### config.mk
export PLATFORM = sky130hd
export DESIGN_NAME = updown_seq_decoder_flat
export DESIGN_NICKNAME = d
export VERILOG_FILES = /design/src/rtl/updown_seq_decoder_if.sv /design/src/rtl/updown_seq_decoder.sv /design/src/flat_wrapper.sv
export SDC_FILE = /design/constraint.sdc
export NUM_CORES = 1
export LEC_CHECK = 0
export ABC_CLOCK_PERIOD_IN_PS = 3400
export BUFFER_PORTS_ARGS = -buffer_cell sky130_fd_sc_hd__clkbuf_2
export CORE_MARGIN = 2
export CORE_UTILIZATION = 45
export CTS_CLUSTER_SIZE = 25
export DETAILED_ROUTE_END_ITERATION = 6
export GPL_TIMING_DRIVEN = 0
export HOLD_SLACK_MARGIN = 0.12
export PLACE_DENSITY_LB_ADDON = 0.12
export SLEW_MARGIN = 20
export SYNTH_ARGS = -nofsm -noshare
export SYNTH_HDL_FRONTEND = slang
export SYNTH_SLANG_ARGS = --single-unit
### constraint.sdc
create_clock -name clk -period 3.4 [get_ports clk]
set_clock_uncertainty 0.15 [all_clocks]
set_input_delay 0.68 -clock clk [delete_from_list [all_inputs] [get_ports clk]]
set_output_delay 0.68 -clock clk [all_outputs]
set_load 0.1 [all_outputs]
### src/rtl/updown_seq_decoder_if.sv
// Sample/status bundle between a counter-driven source and the up/down decoder.
// The source drives the sample and clear; the decoder drives the recovered status.
interface updown_seq_decoder_if #(
    parameter int POS_W = 8
);
    logic             valid;
    logic [1:0]       q_in;
    logic             clr;
    logic             step;
    logic             dir;
    logic [POS_W-1:0] pos;
    logic             err;
    logic             locked;
    logic [7:0]       dir_chg_cnt;

    modport master (
        output valid, q_in, clr,
        input  step, dir, pos, err, locked, dir_chg_cnt
    );

    modport slave (
        input  valid, q_in, clr,
        output step, dir, pos, err, locked, dir_chg_cnt
    );
endinterface

### src/rtl/updown_seq_decoder.sv
// Recovers direction, step pulses and signed position from a 2-bit up/down counter.
// Optional macro UPDOWN_DEC_DIRCHG_CNT_EN enables the direction-reversal counter.
module updown_seq_decoder #(
    parameter int POS_W = 8
) (
    input logic                 clk,
    input logic                 reset,
    updown_seq_decoder_if.slave bus
);

    typedef enum logic [1:0] {
        ACQ   = 2'd0,
        TRACK = 2'd1,
        FAULT = 2'd2
    } state_e;

    state_e           state_q, state_d;
    logic [1:0]       prev_q, prev_d;
    logic             step_q, step_d;
    logic             dir_q, dir_d;
    logic             err_q, err_d;
    logic             locked_q, locked_d;
    logic [POS_W-1:0] pos_q, pos_d;
    logic [1:0]       delta;

    assign delta = bus.q_in - prev_q;

    always_comb begin
        state_d  = state_q;
        prev_d   = prev_q;
        step_d   = 1'b0;
        dir_d    = dir_q;
        err_d    = err_q;
        locked_d = locked_q;
        pos_d    = pos_q;
        if (bus.clr) begin
            // Direction survives a clear; the sample in this cycle is dropped.
            state_d  = ACQ;
            err_d    = 1'b0;
            locked_d = 1'b0;
            pos_d    = '0;
        end else if (bus.valid) begin
            unique case (state_q)
                ACQ: begin
                    prev_d   = bus.q_in;
                    state_d  = TRACK;
                    locked_d = 1'b1;
                end
                TRACK: begin
                    prev_d = bus.q_in;
                    unique case (delta)
                        2'd1: begin
                            step_d = 1'b1;
                            dir_d  = 1'b0;
                            pos_d  = pos_q + POS_W'(1);
                        end
                        2'd3: begin
                            step_d = 1'b1;
                            dir_d  = 1'b1;
                            pos_d  = pos_q - POS_W'(1);
                        end
                        2'd2: begin
                            err_d    = 1'b1;
                            locked_d = 1'b0;
                            state_d  = FAULT;
                        end
                        default: ;
                    endcase
                end
                FAULT: ;
                default: state_d = ACQ;
            endcase
        end
    end

    always_ff @(posedge clk) begin
        if (!reset) begin
            state_q  <= ACQ;
            prev_q   <= 2'b00;
            step_q   <= 1'b0;
            dir_q    <= 1'b0;
            err_q    <= 1'b0;
            locked_q <= 1'b0;
            pos_q    <= '0;
        end else begin
            state_q  <= state_d;
            prev_q   <= prev_d;
            step_q   <= step_d;
            dir_q    <= dir_d;
            err_q    <= err_d;
            locked_q <= locked_d;
            pos_q    <= pos_d;
        end
    end

`ifdef UPDOWN_DEC_DIRCHG_CNT_EN
    logic       seen_q;
    logic [7:0] cnt_q;

    // seen_q marks that a step has occurred since acquisition, so the first never counts.
    always_ff @(posedge clk) begin
        if (!reset) begin
            seen_q <= 1'b0;
            cnt_q  <= 8'd0;
        end else if (bus.clr) begin
            seen_q <= 1'b0;
            cnt_q  <= 8'd0;
        end else if (bus.valid && state_q == ACQ) begin
            seen_q <= 1'b0;
        end else if (step_d) begin
            seen_q <= 1'b1;
            if (seen_q && dir_d != dir_q && cnt_q != 8'hFF) begin
                cnt_q <= cnt_q + 8'd1;
            end
        end
    end

    assign bus.dir_chg_cnt = cnt_q;
`else
    assign bus.dir_chg_cnt = 8'd0;
`endif

    assign bus.step   = step_q;
    assign bus.dir    = dir_q;
    assign bus.pos    = pos_q;
    assign bus.err    = err_q;
    assign bus.locked = locked_q;

endmodule

### src/flat_wrapper.sv
// flat-port wrapper written by rule: the top's interface ports become plain ports
module updown_seq_decoder_flat 
#(
    parameter int POS_W = 8
)
  (clk, reset, bus_valid, bus_q_in, bus_clr, bus_step, bus_dir, bus_pos, bus_err, bus_locked, bus_dir_chg_cnt);
  updown_seq_decoder_if #(.POS_W(POS_W)) bus_i ();
  input logic clk;
  input logic reset;
  input wire logic [$bits(bus_i.valid)-1:0] bus_valid;
  input wire logic [$bits(bus_i.q_in)-1:0] bus_q_in;
  input wire logic [$bits(bus_i.clr)-1:0] bus_clr;
  output wire logic [$bits(bus_i.step)-1:0] bus_step;
  output wire logic [$bits(bus_i.dir)-1:0] bus_dir;
  output wire logic [$bits(bus_i.pos)-1:0] bus_pos;
  output wire logic [$bits(bus_i.err)-1:0] bus_err;
  output wire logic [$bits(bus_i.locked)-1:0] bus_locked;
  output wire logic [$bits(bus_i.dir_chg_cnt)-1:0] bus_dir_chg_cnt;
  assign bus_i.valid = bus_valid;
  assign bus_i.q_in = bus_q_in;
  assign bus_i.clr = bus_clr;
  assign bus_step = bus_i.step;
  assign bus_dir = bus_i.dir;
  assign bus_pos = bus_i.pos;
  assign bus_err = bus_i.err;
  assign bus_locked = bus_i.locked;
  assign bus_dir_chg_cnt = bus_i.dir_chg_cnt;
  updown_seq_decoder #(.POS_W(POS_W)) u_core (.clk(clk), .reset(reset), .bus(bus_i));
endmodule
==> flow_metrics.env <==
export IMPL_avgViaCountPerCell=5.27
export IMPL_critical_path_class="primary input to flip-flop"
export IMPL_final_common_cell="clkbuf_2"
export IMPL_ctsHoldBuffers=0
export IMPL_finalHoldViolations=0
export IMPL_core_um2=1980
export IMPL_setup_slack_ps=426
export IMPL_crit_required_ps=3460
export IMPL_gp_congestion=0.795
export IMPL_root_buffer="clkbuf_4"
export IMPL_post_dp_hpwl_um=1440
export IMPL_numClockSinks=16
export IMPL_die_w_um=50.2
export IMPL_r2r_start="u_core.prev_q[1]"
export IMPL_syn2layout_area_growth_pct=18.9
export IMPL_cts_buffer_depth=2
export IMPL_wl_per_cell_um=11.5
export IMPL_dr_first_iter_drc_count=24
export IMPL_p_leak_nw=0.510
export IMPL_antenna_found_initial=0
export IMPL_layout_common_cells="clkbuf_2, dfxtp_1, nand2_1"
export IMPL_crit_family="simple AND/OR/NAND/NOR gates"
export IMPL_min_period_ps=2970
export IMPL_hold_slack_ps=330
export IMPL_cts_clk_slew_worst_paths_ps=90
export IMPL_yosysWarnings=0
export IMPL_dieArea_um2=2520
export IMPL_finalWirelength_um=1920
export IMPL_synth_top_family_by_area="simple AND/OR/NAND/NOR gates"
export IMPL_critPathMostFrequentCell="ha_1"
export IMPL_drc=0
export IMPL_min_from="u_core.bus.err"
export IMPL_end_kind="flip-flop"
export IMPL_die_y_um=50.2
export IMPL_finalPower_w=0.000423
export IMPL_start_kind="primary input"
export IMPL_antenna_cells=0
export IMPL_fillers=192
export IMPL_synth_edf_count=0
export IMPL_max_stage_delay_ps=540
export IMPL_powerDensity_nw_per_um2=370
export IMPL_path_buf_inv=2
export IMPL_cap_violations=0
export IMPL_drive_above_1_share_pct=22.7
export IMPL_min_path_type="flip-flop to flip-flop"
export IMPL_synthMuxAreaShare_pct=5.21
export IMPL_numCtsBuffers=3
export IMPL_via_count=885
export IMPL_ctsResizeCount=0
export IMPL_final_setup_tns_ps=0
export IMPL_tightest_slew_ps=540
export IMPL_post_cts_buffers=0
export IMPL_synth_seq_cells=16
export IMPL_boundaryPins=26
export IMPL_path_cells="clkbuf_2 -> inv_1 -> ha_1 -> xnor3_1 -> nor2_1 -> xor2_1 -> ha_1 -> or4_4 -> a2111o_1 -> o21ai_0"
export IMPL_pre_cts_ws_ps=158
export IMPL_crit_slowest_cell="or4_4"
export IMPL_final_antenna_net_count=0
export IMPL_track_usage_pct=17.1
export IMPL_peakVddDrop_mv=0.201
export IMPL_critical_path_peak_fanout=6
export IMPL_grt_pass1_vias=793
export IMPL_synthAdderAreaFrac_pct=2.60
export IMPL_fp_row_count=16
export IMPL_synth_simple_area_share_pct=24.3
export IMPL_regArea_um2=320
export IMPL_startpoint="bus_q_in[0]"
export IMPL_dr_pass1_iters=4
export IMPL_synth_xor_area_share_pct=6.64
export IMPL_fin_util_pct=57.6
export IMPL_synthDistinctLibCells=33
export IMPL_setup_viol=0
export IMPL_avgSynthCellArea_um2=8.50
export IMPL_cts_tree="built"
export IMPL_multiInputGateArea_um2=581
export IMPL_io_buffers=17
export IMPL_period_share_pct=87.5
export IMPL_synthFlopType="dfxtp_1"
export IMPL_cp_data_arrival_time_ps=3040
export IMPL_num_nets_final=150
export IMPL_outcome="finished, final reports clean"
export IMPL_final_max_slew_viol_count=0
export IMPL_grt_max_degree=11
export IMPL_clock_latency_ps=290
export IMPL_clock_fmax_ghz=0.336
export IMPL_grt_pass1_wl_um=3340
export IMPL_synthCells=113
export IMPL_syn_area_um2=961
export IMPL_h_tree_depth=1
export IMPL_synth_compound_area_share_pct=18.5
export IMPL_max_slew_margin_pct=64.1
export IMPL_synth_seq_area_share_pct=33.3
export IMPL_globalRouteOverflowTotal=0
export IMPL_rsz0062_at_grt="no"
export IMPL_async_reset_ff_share_pct=0
export IMPL_start_util_pct=48.5
## where the power goes
part           leakage [nW]  total [W]  switching, W  internal, W
combinational         0.360   0.000105     0.0000782    0.0000263
clock                0.0210   0.000125     0.0000596    0.0000652
sequential            0.130   0.000193    0.00000263     0.000191
## routing by layer
layer	up-vias	wire length (um)	track usage, %
li1	454	-	-
met3	5	106	3.87
met1	392	907	22.1
met4	0	32	6.48
met5	-	0	0
met2	34	878	27.6
## metrics by stage
step | std cells | cell area (um^2)
after floorplan | 120 | 987
after global placement | 164 | 1110
after detailed placement | 164 | 1110
after CTS | 168 | 1140
after global routing | 168 | 1140
final | 168 | 1140
## cell families after synthesis
kind of cell | count (synthesis)
buffers and inverters | 15
other | 1
and+or+nand+nor | 44
muxes | 5
AOI/OAI and AO/OA | 26
xor gates and xnor gates | 4
adders and majority gates | 2
DFF | 16
## registers in the layout, summed over array words and instances (netlist names)
signal             flops
u_core.prev_q          2
u_core.bus.pos         8
u_core.bus.step        1
u_core.bus.dir         1
u_core.state_q         2
u_core.bus.err         1
u_core.bus.locked      1
## path summary, 6_finish.rpt
| check | to | slack (ps) | cells after the start |
|---|---|---|---|
| worst max register to register | u_core.bus.pos[2] | 590 | 7 |
| worst max-delay path | u_core.bus.pos[2] | 430 | 10 |
| worst min-delay path | u_core.bus.err | 330 | 1 |
| worst min register to register | u_core.bus.err | 330 | 1 |
## Yosys cell counts (all sizes together), types with 3 or more instances
cell type / n / area share [%]
mux2i: 5 / 5.2
a21oi: 3 / 1.6
a21boi: 4 / 3.1
nand3: 3 / 1.6
nand2b: 6 / 3.9
a2111oi: 3 / 2.7
a31oi: 4 / 2.6
dfxtp: 16 / 33
nor2: 9 / 3.5
nand2: 12 / 4.7
clkbuf: 5 / 2.0
nand4: 3 / 2.0
buf: 8 / 6.3
o21ai: 6 / 3.1
nor3: 3 / 1.6
## final cells by class
type,instances,area share (%)
plain buffers,13,6.90
clock buffers,4,3.18
inverters,2,0.657
multi-input cells,89,50.8
flip-flops and latches,16,28.0
well taps,27,2.96
repair buffers,17,7.45
Note: power is estimated with default switching activity, not from simulation.
